[src/rtl/hc_sr04_pkg.sv]
// Shared state encodings and default timing constants for the HC-SR04 emulator and controller.
package hc_sr04_pkg;

  // Default timing, in 12 MHz clocks
  localparam int unsigned DEF_TEN_US         = 120;
  localparam int unsigned DEF_BURST_CYCLES   = 2400;
  localparam int unsigned DEF_CYC_PER_CM     = 696;
  localparam int unsigned DEF_MAX_CM         = 400;
  localparam int unsigned DEF_TIMEOUT_CYCLES = 456000;
  localparam int unsigned DEF_HOLDOFF_CYCLES = 12000;

  // Counter widths
  localparam int unsigned CNT_W  = 20;
  localparam int unsigned WID_W  = 10;
  localparam int unsigned DIST_W = 16;

  typedef enum logic [2:0] {
    ST_IDLE    = 3'd0,
    ST_TRIG_HI = 3'd1,
    ST_BURST   = 3'd2,
    ST_ECHO    = 3'd3,
    ST_HOLDOFF = 3'd4
  } state_t;

endpackage

[src/rtl/hc_sr04_emulator_sync_2ff.sv]
// Two-flop synchronizer for a single asynchronous input.
module sync_2ff (
  input  logic clk,
  input  logic rst_n,
  input  logic d,
  output logic q
);

  logic meta;

  // Metastability chain
  always_ff @(posedge clk or negedge rst_n) begin
    if (!rst_n) begin
      meta <= 1'b0;
      q    <= 1'b0;
    end else begin
      meta <= d;
      q    <= meta;
    end
  end

endmodule

[src/rtl/hc_sr04_emulator.sv]
// HC-SR04 ultrasonic sensor emulator: TRIG in, distance-proportional ECHO pulse out.
module hc_sr04_emulator
  import hc_sr04_pkg::*;
#(
  parameter int unsigned TEN_US         = DEF_TEN_US,
  parameter int unsigned BURST_CYCLES   = DEF_BURST_CYCLES,
  parameter int unsigned CYC_PER_CM     = DEF_CYC_PER_CM,
  parameter int unsigned MAX_CM         = DEF_MAX_CM,
  parameter int unsigned TIMEOUT_CYCLES = DEF_TIMEOUT_CYCLES,
  parameter int unsigned HOLDOFF_CYCLES = DEF_HOLDOFF_CYCLES
) (
  input  logic              clk,
  input  logic              rst_n,
  input  logic              trig,
  input  logic [DIST_W-1:0] distance_cm,
  input  logic              en,
  output logic              echo,
  output logic              busy,
  output logic              runt,
  output logic [2:0]        state
);

  logic trig_s;

  state_t            st_q, st_n;
  logic              echo_n, busy_n, runt_n;
  logic [CNT_W-1:0]  cnt_q, cnt_n;
  logic [CNT_W-1:0]  width_q, width_n;
  logic [WID_W-1:0]  wcnt_q, wcnt_n;
  logic [DIST_W-1:0] cm_q, cm_n;
  logic              blocked_q, blocked_n;

  sync_2ff u_sync (
    .clk   (clk),
    .rst_n (rst_n),
    .d     (trig),
    .q     (trig_s)
  );

  assign state = st_q;

  // State, counters and registered outputs
  always_ff @(posedge clk or negedge rst_n) begin
    if (!rst_n) begin
      st_q      <= ST_IDLE;
      echo      <= 1'b0;
      busy      <= 1'b0;
      runt      <= 1'b0;
      cnt_q     <= '0;
      width_q   <= '0;
      wcnt_q    <= '0;
      cm_q      <= '0;
      blocked_q <= 1'b0;
    end else begin
      st_q      <= st_n;
      echo      <= echo_n;
      busy      <= busy_n;
      runt      <= runt_n;
      cnt_q     <= cnt_n;
      width_q   <= width_n;
      wcnt_q    <= wcnt_n;
      cm_q      <= cm_n;
      blocked_q <= blocked_n;
    end
  end

  // Next-state and next-output logic
  always_comb begin
    st_n      = st_q;
    echo_n    = echo;
    runt_n    = 1'b0;
    cnt_n     = cnt_q;
    width_n   = width_q;
    wcnt_n    = wcnt_q;
    cm_n      = cm_q;
    blocked_n = blocked_q;

    unique case (st_q)
      ST_IDLE: begin
        echo_n = 1'b0;
        // A TRIG left high across HOLDOFF must be seen low before re-arming
        if (!trig_s) blocked_n = 1'b0;
        if (en && trig_s && !blocked_q) begin
          st_n   = ST_TRIG_HI;
          wcnt_n = WID_W'(1);
        end
      end

      ST_TRIG_HI: begin
        if (trig_s) begin
          if (wcnt_q < WID_W'(TEN_US)) wcnt_n = wcnt_q + WID_W'(1);
        end else if (wcnt_q >= WID_W'(TEN_US)) begin
          cm_n  = distance_cm;
          cnt_n = '0;
          st_n  = ST_BURST;
        end else begin
          runt_n = 1'b1;
          st_n   = ST_IDLE;
        end
      end

      ST_BURST: begin
        // Range-checked operand keeps the product within the counter width
        if (cnt_q == '0) begin
          if (cm_q >= DIST_W'(1) && cm_q <= DIST_W'(MAX_CM))
            width_n = CNT_W'(cm_q) * CNT_W'(CYC_PER_CM);
          else
            width_n = CNT_W'(TIMEOUT_CYCLES);
        end
        if (cnt_q == CNT_W'(BURST_CYCLES - 1)) begin
          echo_n = 1'b1;
          cnt_n  = '0;
          st_n   = ST_ECHO;
        end else begin
          cnt_n = cnt_q + CNT_W'(1);
        end
      end

      ST_ECHO: begin
        if (cnt_q == width_q - CNT_W'(1)) begin
          echo_n = 1'b0;
          cnt_n  = '0;
          st_n   = ST_HOLDOFF;
        end else begin
          cnt_n = cnt_q + CNT_W'(1);
        end
      end

      ST_HOLDOFF: begin
        if (cnt_q == CNT_W'(HOLDOFF_CYCLES - 1)) begin
          cnt_n     = '0;
          blocked_n = 1'b1;
          st_n      = ST_IDLE;
        end else begin
          cnt_n = cnt_q + CNT_W'(1);
        end
      end

      default: begin
        echo_n = 1'b0;
        cnt_n  = '0;
        st_n   = ST_IDLE;
      end
    endcase

    busy_n = (st_n != ST_IDLE);
  end

endmodule

[config.mk]
export PLATFORM = sky130hd
export DESIGN_NAME = hc_sr04_emulator
export DESIGN_NICKNAME = d
export VERILOG_FILES = /design/src/rtl/hc_sr04_pkg.sv /design/src/rtl/hc_sr04_emulator_sync_2ff.sv /design/src/rtl/hc_sr04_emulator.sv
export SDC_FILE = /design/constraint.sdc
export NUM_CORES = 1
export LEC_CHECK = 0
export BUFFER_PORTS_ARGS = -buffer_cell sky130_fd_sc_hd__buf_2
export CAP_MARGIN = 20
export CORE_MARGIN = 4
export CORE_UTILIZATION = 50
export CTS_BUF_LIST = sky130_fd_sc_hd__clkbuf_4 sky130_fd_sc_hd__clkbuf_8
export CTS_CLUSTER_SIZE = 10
export DETAILED_ROUTE_END_ITERATION = 8
export GPL_ROUTABILITY_DRIVEN = 0
export PLACE_DENSITY = 0.72
export SLEW_MARGIN = 40
export SYNTH_ARGS = -nofsm -noshare
export SYNTH_HDL_FRONTEND = slang
export SYNTH_SLANG_ARGS = --single-unit
[constraint.sdc]
create_clock -name clk -period 4.55 [get_ports clk]
set_input_delay 0 -clock clk [delete_from_list [all_inputs] [get_ports clk]]
set_output_delay 0 -clock clk [all_outputs]
set_load 0.005 [all_outputs]
==> summary by stage, run 1 <==
Outcome
The run finished with clean final reports.

Drt
The number of iterations in the first detailed-routing pass is 5. The detail route stage leaves a number of antenna-violating nets equal to 0. The total routed wirelength is 15.2 mm. For this block, the initial DRC count from the detailed router was approximately 480.

The routed design uses 7.43 mm of met2 wire. After detailed routing, the met3 layer carries 499 um of wire. The average detailed-routed wire length per instance is around 16 um. The met1 wire length is 6.99 mm. In the routed design, unresolved DRC markers number 0. The top routing layer in use is met4. The via count of the routed design is 5515. The via density per instance is 5.74.

Die
The die area is 15000 um2. The horizontal extent of the die is 123 um. Measured along the y axis, the die boundary spans about 120 um.

26 I/O pins were placed. The initial core utilization is roughly half. The region available for standard cell placement spans 12700 um2. The total number of placement rows is roughly 40.

Timing
The relative max-transition margin is 47.0%. The number of max-slew violations in the final report was 0. The final hold violation count came to 0. The setup-violating endpoint count in the final report is 0. The worst clock skew is ~0.011 ns.

The fmax is about 0.24 GHz. The part of the cycle the worst path needs is 91.9%. The shortest period the worst path allows is 4.18 ns. At the pin with the least slew margin, the transition time is 0.793 ns.

Setup total negative slack on the finished layout was measured at 0 ns. Setup repair after global routing left no endpoint under its margin.

Final layout
Relative to the synthesized area, the layout overhead comes to 9.51%. The final net count is 901. The library cells used most frequently in the layout, excluding fill and tap cells, are sky130_fd_sc_hd__inv_1, sky130_fd_sc_hd__dfrtp_1, sky130_fd_sc_hd__nand2_1. Cells with a size suffix above 1 make up 7.60% of the layout. The summed area of non-filler cells in the final layout is 7200 um2. The most frequent standard cell in the layout excluding fill and tap cells is sky130_fd_sc_hd__inv_1. The number of non-filler instances in the completed layout is 961. The number of diodes is 0.

Critical path
The biggest fanout along the worst timing path is 6. The required time of the worst setup path is 4.82 ns. STA classifies the critical path endpoint as a flop. The launching element type of the critical path is a flop. For the worst setup path, the data arrival time is 4.45 ns.

The number of cells on the worst reg-to-reg path is 15. The classification of the worst setup path is flop to flop.

Clock tree
Clock latency on the worst-skew pair, taken at its later pin, is 0.38 ns. The number of clock sinks seen by CTS is 72. The deepest level of the CTS H-tree is 3. The total CTS buffers is 9. After clock tree synthesis, the setup repair step added 0 buffers. TritonCTS built the clock tree. After clock tree synthesis, the clock-pin slew on the worst setup and hold paths is 0.09 ns. The root buffer selected by CTS is sky130_fd_sc_hd__clkbuf_8. The maximum clock insertion buffer count is 2.

GRT
Entering global routing, the biggest net connects 73 pins. After global routing the overflow that remains totals 0. Global routing consumed, over all layers together, about 22% of the routing resources.

The global-route wire length before repair is 26.8 mm. The initial antenna violation count is 0. The number of global-route vias before repair is 5687.

Run
Max-cap violations in this run came to 0.

Pwr
The worst vdd rail ir drop is 0.129 mV. The cell leakage power is 3.40 nW. In this run the power density over the cells is 176 nW/um2.

Placed design
During placement, the flow inserted port buffers numbering 25. The number of placed instances, taps included, is around 930. Once placement finished, the instance area stood at 6810 um2. The detailed-placement wirelength estimate is 11.1 mm.

Synthesis
The netlist area before placement is 6580 um2. Sequential cells were found to cover 27.4% of the synthesized design area. The most used flip-flop cell after synthesis is sky130_fd_sc_hd__dfrtp_1. The synthesized design contains 0 enable-type register cells. The Yosys step of the flow raised 0 warnings. The number of flip-flops and latches in the synthesized netlist is just over 70.

In the synthesized netlist the async set-or-reset flop fraction comes to 100%. The synthesized area per cell is slightly below 9 um2. The synthesized netlist cell count is roughly 760. The distinct cell type count of the synthesized netlist is 68. The number of nets handed over by synthesis was 878.

Hold path
The tightest min-delay check is of the input pin to async pin type.
kinds of logic after synthesis:
kind of cell	share of synthesized area, %
AND/OR/NAND/NOR	20.9
flip-flops	27.4
buffers and inverters	7.88
XOR/XNOR	5.86
AO/OA/AOI/OAI	15.6
adder cells (fa/ha/maj)	22.2
multiplexers	0.152
critical path, cell delays in order (launching register included):
cell	delay, ns
sky130_fd_sc_hd__dfrtp_1	0.45
sky130_fd_sc_hd__ha_1	0.30
sky130_fd_sc_hd__inv_1	0.05
sky130_fd_sc_hd__fa_1	0.54
sky130_fd_sc_hd__inv_1	0.06
sky130_fd_sc_hd__fa_1	0.52
sky130_fd_sc_hd__inv_1	0.05
sky130_fd_sc_hd__fa_1	0.50
sky130_fd_sc_hd__inv_1	0.04
sky130_fd_sc_hd__ha_1	0.35
sky130_fd_sc_hd__a21oi_1	0.15
sky130_fd_sc_hd__o21ai_0	0.12
sky130_fd_sc_hd__a41o_1	0.30
sky130_fd_sc_hd__o41ai_1	0.35
sky130_fd_sc_hd__xnor2_1	0.11
sky130_fd_sc_hd__o22a_1	0.17
worst paths after layout:
path                                  start          end  slack (ns)
worst min register to register  u_sync.meta     u_sync.q        0.35
worst max-delay path                cm_q[3]  width_q[18]        0.37
worst min-delay path                  rst_n     cnt_q[4]        0.19
max in group asynchronous             rst_n      cm_q[6]        3.86
worst max register to register      cm_q[3]  width_q[18]        0.37
min in group clk                         en     state[0]        0.21
stage by stage:
stage               power (mW)  setup slack, ns  utilization [%]  hold slack, ns
floorplan                0.690            0.641                -          -0.296
global placement         0.716            0.467             53.5           0.108
detailed placement       0.720            0.336             53.6          0.0709
CTS                       1.27            0.318             56.5           0.175
global route              1.31           0.0987             56.6           0.262
finish                    1.26            0.367             56.6           0.188
cells in the mapped netlist (3+ instances only):
master,n,area (um2)
sky130_fd_sc_hd__a2111o_1,3,33.8
sky130_fd_sc_hd__a211oi_1,7,52.6
sky130_fd_sc_hd__a21o_1,7,52.6
sky130_fd_sc_hd__a21oi_1,25,125
sky130_fd_sc_hd__a22oi_1,4,30.0
sky130_fd_sc_hd__a31oi_1,7,43.8
sky130_fd_sc_hd__and3_1,19,119
sky130_fd_sc_hd__and4_1,4,35.0
sky130_fd_sc_hd__buf_2,9,45.0
sky130_fd_sc_hd__clkbuf_1,25,93.8
sky130_fd_sc_hd__dfrtp_1,72,1800
sky130_fd_sc_hd__fa_1,33,661
sky130_fd_sc_hd__ha_1,64,801
sky130_fd_sc_hd__inv_1,96,360
sky130_fd_sc_hd__nand2_1,65,244
sky130_fd_sc_hd__nand2b_1,5,31.3
sky130_fd_sc_hd__nand3_1,22,110
sky130_fd_sc_hd__nand3b_1,5,37.5
sky130_fd_sc_hd__nand4_1,21,131
sky130_fd_sc_hd__nor2_1,35,131
sky130_fd_sc_hd__nor2b_1,6,37.5
sky130_fd_sc_hd__nor3_1,31,155
sky130_fd_sc_hd__nor4_1,5,31.3
sky130_fd_sc_hd__nor4b_1,3,26.3
sky130_fd_sc_hd__o2111ai_1,4,35.0
sky130_fd_sc_hd__o211ai_1,4,30.0
sky130_fd_sc_hd__o21a_1,3,22.5
sky130_fd_sc_hd__o21ai_0,45,225
sky130_fd_sc_hd__o22a_1,6,52.6
sky130_fd_sc_hd__o22ai_1,15,93.8
sky130_fd_sc_hd__o31ai_1,3,22.5
sky130_fd_sc_hd__o41ai_1,4,35.0
sky130_fd_sc_hd__or2_1,3,18.8
sky130_fd_sc_hd__or2_2,4,25.0
sky130_fd_sc_hd__or3_1,14,87.6
sky130_fd_sc_hd__xnor2_1,31,272
sky130_fd_sc_hd__xor2_1,13,114
area by class of cell:
class / instances / area (um2)
fillers: 1163 / 5520
multi-input cells: 556 / 4270
flip-flops and latches: 72 / 1800
inverters: 96 / 360
repair buffers: 49 / 357
well taps: 172 / 215
clock buffers: 10 / 131
clock inverters: 6 / 67.6
per-layer routing:
metal  track usage, %  vias to the layer above
li1                 -                     2707
met1             29.3                     2646
met2             36.5                      137
met3             3.09                       25
met4             8.54                        0
met5                0                        -
power breakdown:
group          switching (mW)  total [mW]  internal [mW]
Sequential             0.0100       0.659          0.649
Combinational          0.0318      0.0587         0.0269
Clock                   0.285       0.547          0.262
Total                   0.326        1.26          0.939
sequential cells by signal (all words and copies together), names as in the netlist:
name	cells
wcnt_q	10
width_q	17
state	3
echo	1
runt	1
blocked_q	1
u_sync.q	1
cm_q	16
cnt_q	20
u_sync.meta	1
busy	1
what timing repair did:
| action | 4_1_cts | 5_1_grt |
|---|---|---|
| gates resized for setup | 0 | 1 |
| endpoints found under the setup margin | 0 | 1 |
| hold buffers | 18 | 0 |
| endpoints found under the hold margin | 89 | 0 |
Power figures use the tool's default switching activity.
==> run 2: changes to the inputs <==
- BUFFER_PORTS_ARGS: -buffer_cell sky130_fd_sc_hd__buf_2 -> default
- CORE_MARGIN: 4 -> 1.5
- DONT_BUFFER_PORTS: default -> 1
- PLACE_DENSITY: 0.72 -> 0.7
==> run 2 against run 1 <==
  * Setup slack worse by 0.058 ns
  * Sequential share of layout area up 0.23 points
  * Sequential power about the same
  * Routed wire length down 1.2%
  * Combinational power down 12%
  * Via count down 0.38%
==> summary by stage, run 2 (synthesis results as in run 1) <==
Outcome
The run finished with clean final reports.

Drt
The pre-antenna-repair detailed-routing pass consisted of 4 iterations. The number of antenna-violating nets in the routed design is 0. The first-iteration detailed-routing DRC count is 420. Dividing the detail-routed wire length by the instance count gives 16.0 um.

For this run, design rule violations remaining after detail routing come to 0. Using the TritonRoute via totals, the vias-per-cell ratio works out to 5.86. The total routed wirelength is 15.0 mm.

Summing over every cut layer, the via total after detailed routing is between 5000 and 6000.

Hold path
The worst hold path begins at en. The path type of the worst min-delay path is input pin to flop.

Pwr
Per report_power, the sequential group accounts for 50.8% of the total. The cell leakage power is 3.32 nW. Net switching is 22.9% of the power. Summed over all nets, the switching power comes to 298 uW. The power per cell area is 182 nW/um2.

The share of total power dissipated in the clock network is 45.2%. The worst-case IR drop observed on VDD is 0.153 mV. The relative contribution of combinational cells to total power is 4.0%. The cell internal power dissipation is 1.00 mW.

Timing
Setup violations remaining at the end of the flow were counted as 0. Across the routed clock network, the largest skew measured is 0.0116 ns. The worst path meets setup with approximately 0.31 ns of slack. The part of the cycle the worst path needs is 93.2%. The fmax is about 0.24 GHz. The relative max-transition margin is 50.7%. The slew at the pin closest to its max-slew limit is 0.721 ns. The final hold violation count is 0. Setup repair after global routing left no endpoint under its margin. The aggregate negative setup slack is 0 ns. The number of max-slew violations in the final report is 0.

The shortest period the worst path allows is 4.24 ns.

Clock tree
The root buffer selected by CTS is sky130_fd_sc_hd__clkbuf_8. The clock tree from TritonCTS is yes. Clock-pin slew was measured on the worst setup and hold paths at 0.09 ns. After clock tree synthesis, the setup repair step added 0 buffers. The number of clock sinks seen by CTS is just over 70. In this run the deepest clock path goes through 2 buffers. The total CTS buffers is 9.

The H-tree was split into 3 levels. The source-to-sink clock delay at the later pin of the worst-skew pair is 0.36 ns.

Final layout
At the end of the flow, the number of nets in the layout was 878. The number of flip-flops under the largest register name is 20. The number of diodes is 0. The layout cell share with drive strength beyond 1 is 4.83%. In the layout the commonest cells are sky130_fd_sc_hd__inv_1, sky130_fd_sc_hd__dfrtp_1, sky130_fd_sc_hd__nand2_1. In the final layout, the registers with the most flip-flops are cnt_q (20), width_q (17), cm_q (16). The filler cell count in the final layout is 1136. The growth of design area from synthesis to finish is 8.51%. The number of non-filler instances in the completed layout is about 940. The library cell used most frequently in the layout, excluding fill and tap cells, is sky130_fd_sc_hd__inv_1. The register with the most flip-flops is cnt_q.

Critical path
The launching instance or port of the critical path is cm_q[3]. The worst setup path is captured at a flop. Of all nets on the critical path, the largest fanout is 6.

The launching element type of the critical path is a flop. The worst setup path is of the flop to flop kind. At the worst endpoint, the required time is 4.79 ns. Data on the critical path arrives at its endpoint at 4.49 ns. The reg-to-reg startpoint is cm_q[3].

Run
The tool flagged a number of max-cap violations equal to 0.

Placed design
The number of buffer cells added on primary ports is 0. The number of cells in the design after placement is about 900. At the placement stage, the worst setup path has a slack of roughly 0.37 ns. The detailed-placement wirelength estimate is 10.9 mm.

GRT
Entering global routing, the biggest net connects 73 pins. The total congestion overflow after global routing is 0. The number of global-route vias before repair is 5599.

The total global routing track utilization is 22.5%. The initial antenna violation count is 0. The global-route wire length before repair is ~26 mm.

Die
The die area is 13800 um2. The core box area is 12700 um2. The horizontal extent of the die is 118 um. Once the floorplan was initialized, standard cells occupied 51.7% of the core. The total number of placement rows is 41. The overall die height is 118 um. In this run the count of I/O pins placed on the die edge is 26.
[run 2: final cells by class]
| type | count | area, um2 | share of cell area (%) |
|---|---|---|---|
| clock inverters | 5 | 80.1 | 1.12 |
| repair buffers | 26 | 260 | 3.65 |
| multi-input cells | 556 | 4270 | 59.9 |
| inverters | 96 | 360 | 5.05 |
| clock buffers | 11 | 145 | 2.03 |
| well taps | 172 | 215 | 3.02 |
| flip-flops and latches | 72 | 1800 | 25.3 |
[run 2: stage by stage]
stage | power, mW | instance area [um2] | hold WS [ns] | util (%)
final | 1.30 | 7130 | 0.0998 | 56.1
after floorplan | 0.690 | 6580 | -0.296 | -
after detailed placement | 0.696 | 6700 | -0.292 | 52.7
after CTS | 1.32 | 7130 | 0.0845 | 56.1
after global placement | 0.694 | 6690 | -0.292 | 52.6
after global routing | 1.34 | 7130 | 0.124 | 56.1
[run 2: worst paths after layout]
check	end	slack (ns)	cells after the start
setup / recovery	width_q[17]	0.31	15
hold reg to reg	u_sync.q	0.36	0
min in group asynchronous	cnt_q[14]	0.18	2
hold / removal	busy	0.1	3
setup reg to reg	width_q[17]	0.31	15
max in group asynchronous	cm_q[6]	4.05	2
[run 2: power by group through the flow]
| stage | Clock [mW] | Combinational (mW) | Sequential, mW |
|---|---|---|---|
| 6_report | 0.587 | 0.0514 | 0.660 |
| 5_1_grt | 0.622 | 0.0584 | 0.662 |
| 4_1_cts | 0.606 | 0.0524 | 0.660 |
| 3_5_place_dp | 0 | 0.0235 | 0.673 |
| 3_3_place_gp | 0 | 0.0224 | 0.672 |
| 2_1_floorplan | 0 | 0.0207 | 0.669 |
[run 2: routing by layer]
metal | part of all wire, % | global-route usage (%) | vias to the layer above | wire length (um)
met1 | 44 | 27.9 | 2695 | 6690
met5 | 0 | 0 | - | 0
met2 | 51 | 39.9 | 118 | 7670
li1 | - | - | 2656 | -
met3 | 2.9 | 3.34 | 25 | 439
met4 | 1.6 | 7.47 | 0 | 242
[run 2: timing repair]
item                      CTS  global route
hold endpoints to repair   89             0
hold buffers               19             0
resized for setup           0             0
[run 2: worst max-delay path, stage by stage (launching register included)]
cell,delay (ns)
sky130_fd_sc_hd__dfrtp_1,0.45
sky130_fd_sc_hd__ha_1,0.30
sky130_fd_sc_hd__inv_1,0.05
sky130_fd_sc_hd__fa_1,0.54
sky130_fd_sc_hd__inv_1,0.06
sky130_fd_sc_hd__fa_1,0.53
sky130_fd_sc_hd__inv_1,0.05
sky130_fd_sc_hd__fa_1,0.49
sky130_fd_sc_hd__inv_1,0.04
sky130_fd_sc_hd__ha_1,0.35
sky130_fd_sc_hd__o21a_1,0.19
sky130_fd_sc_hd__a21oi_1,0.26
sky130_fd_sc_hd__o21ai_0,0.19
sky130_fd_sc_hd__o41ai_1,0.35
sky130_fd_sc_hd__xnor2_1,0.12
sky130_fd_sc_hd__o22a_1,0.16
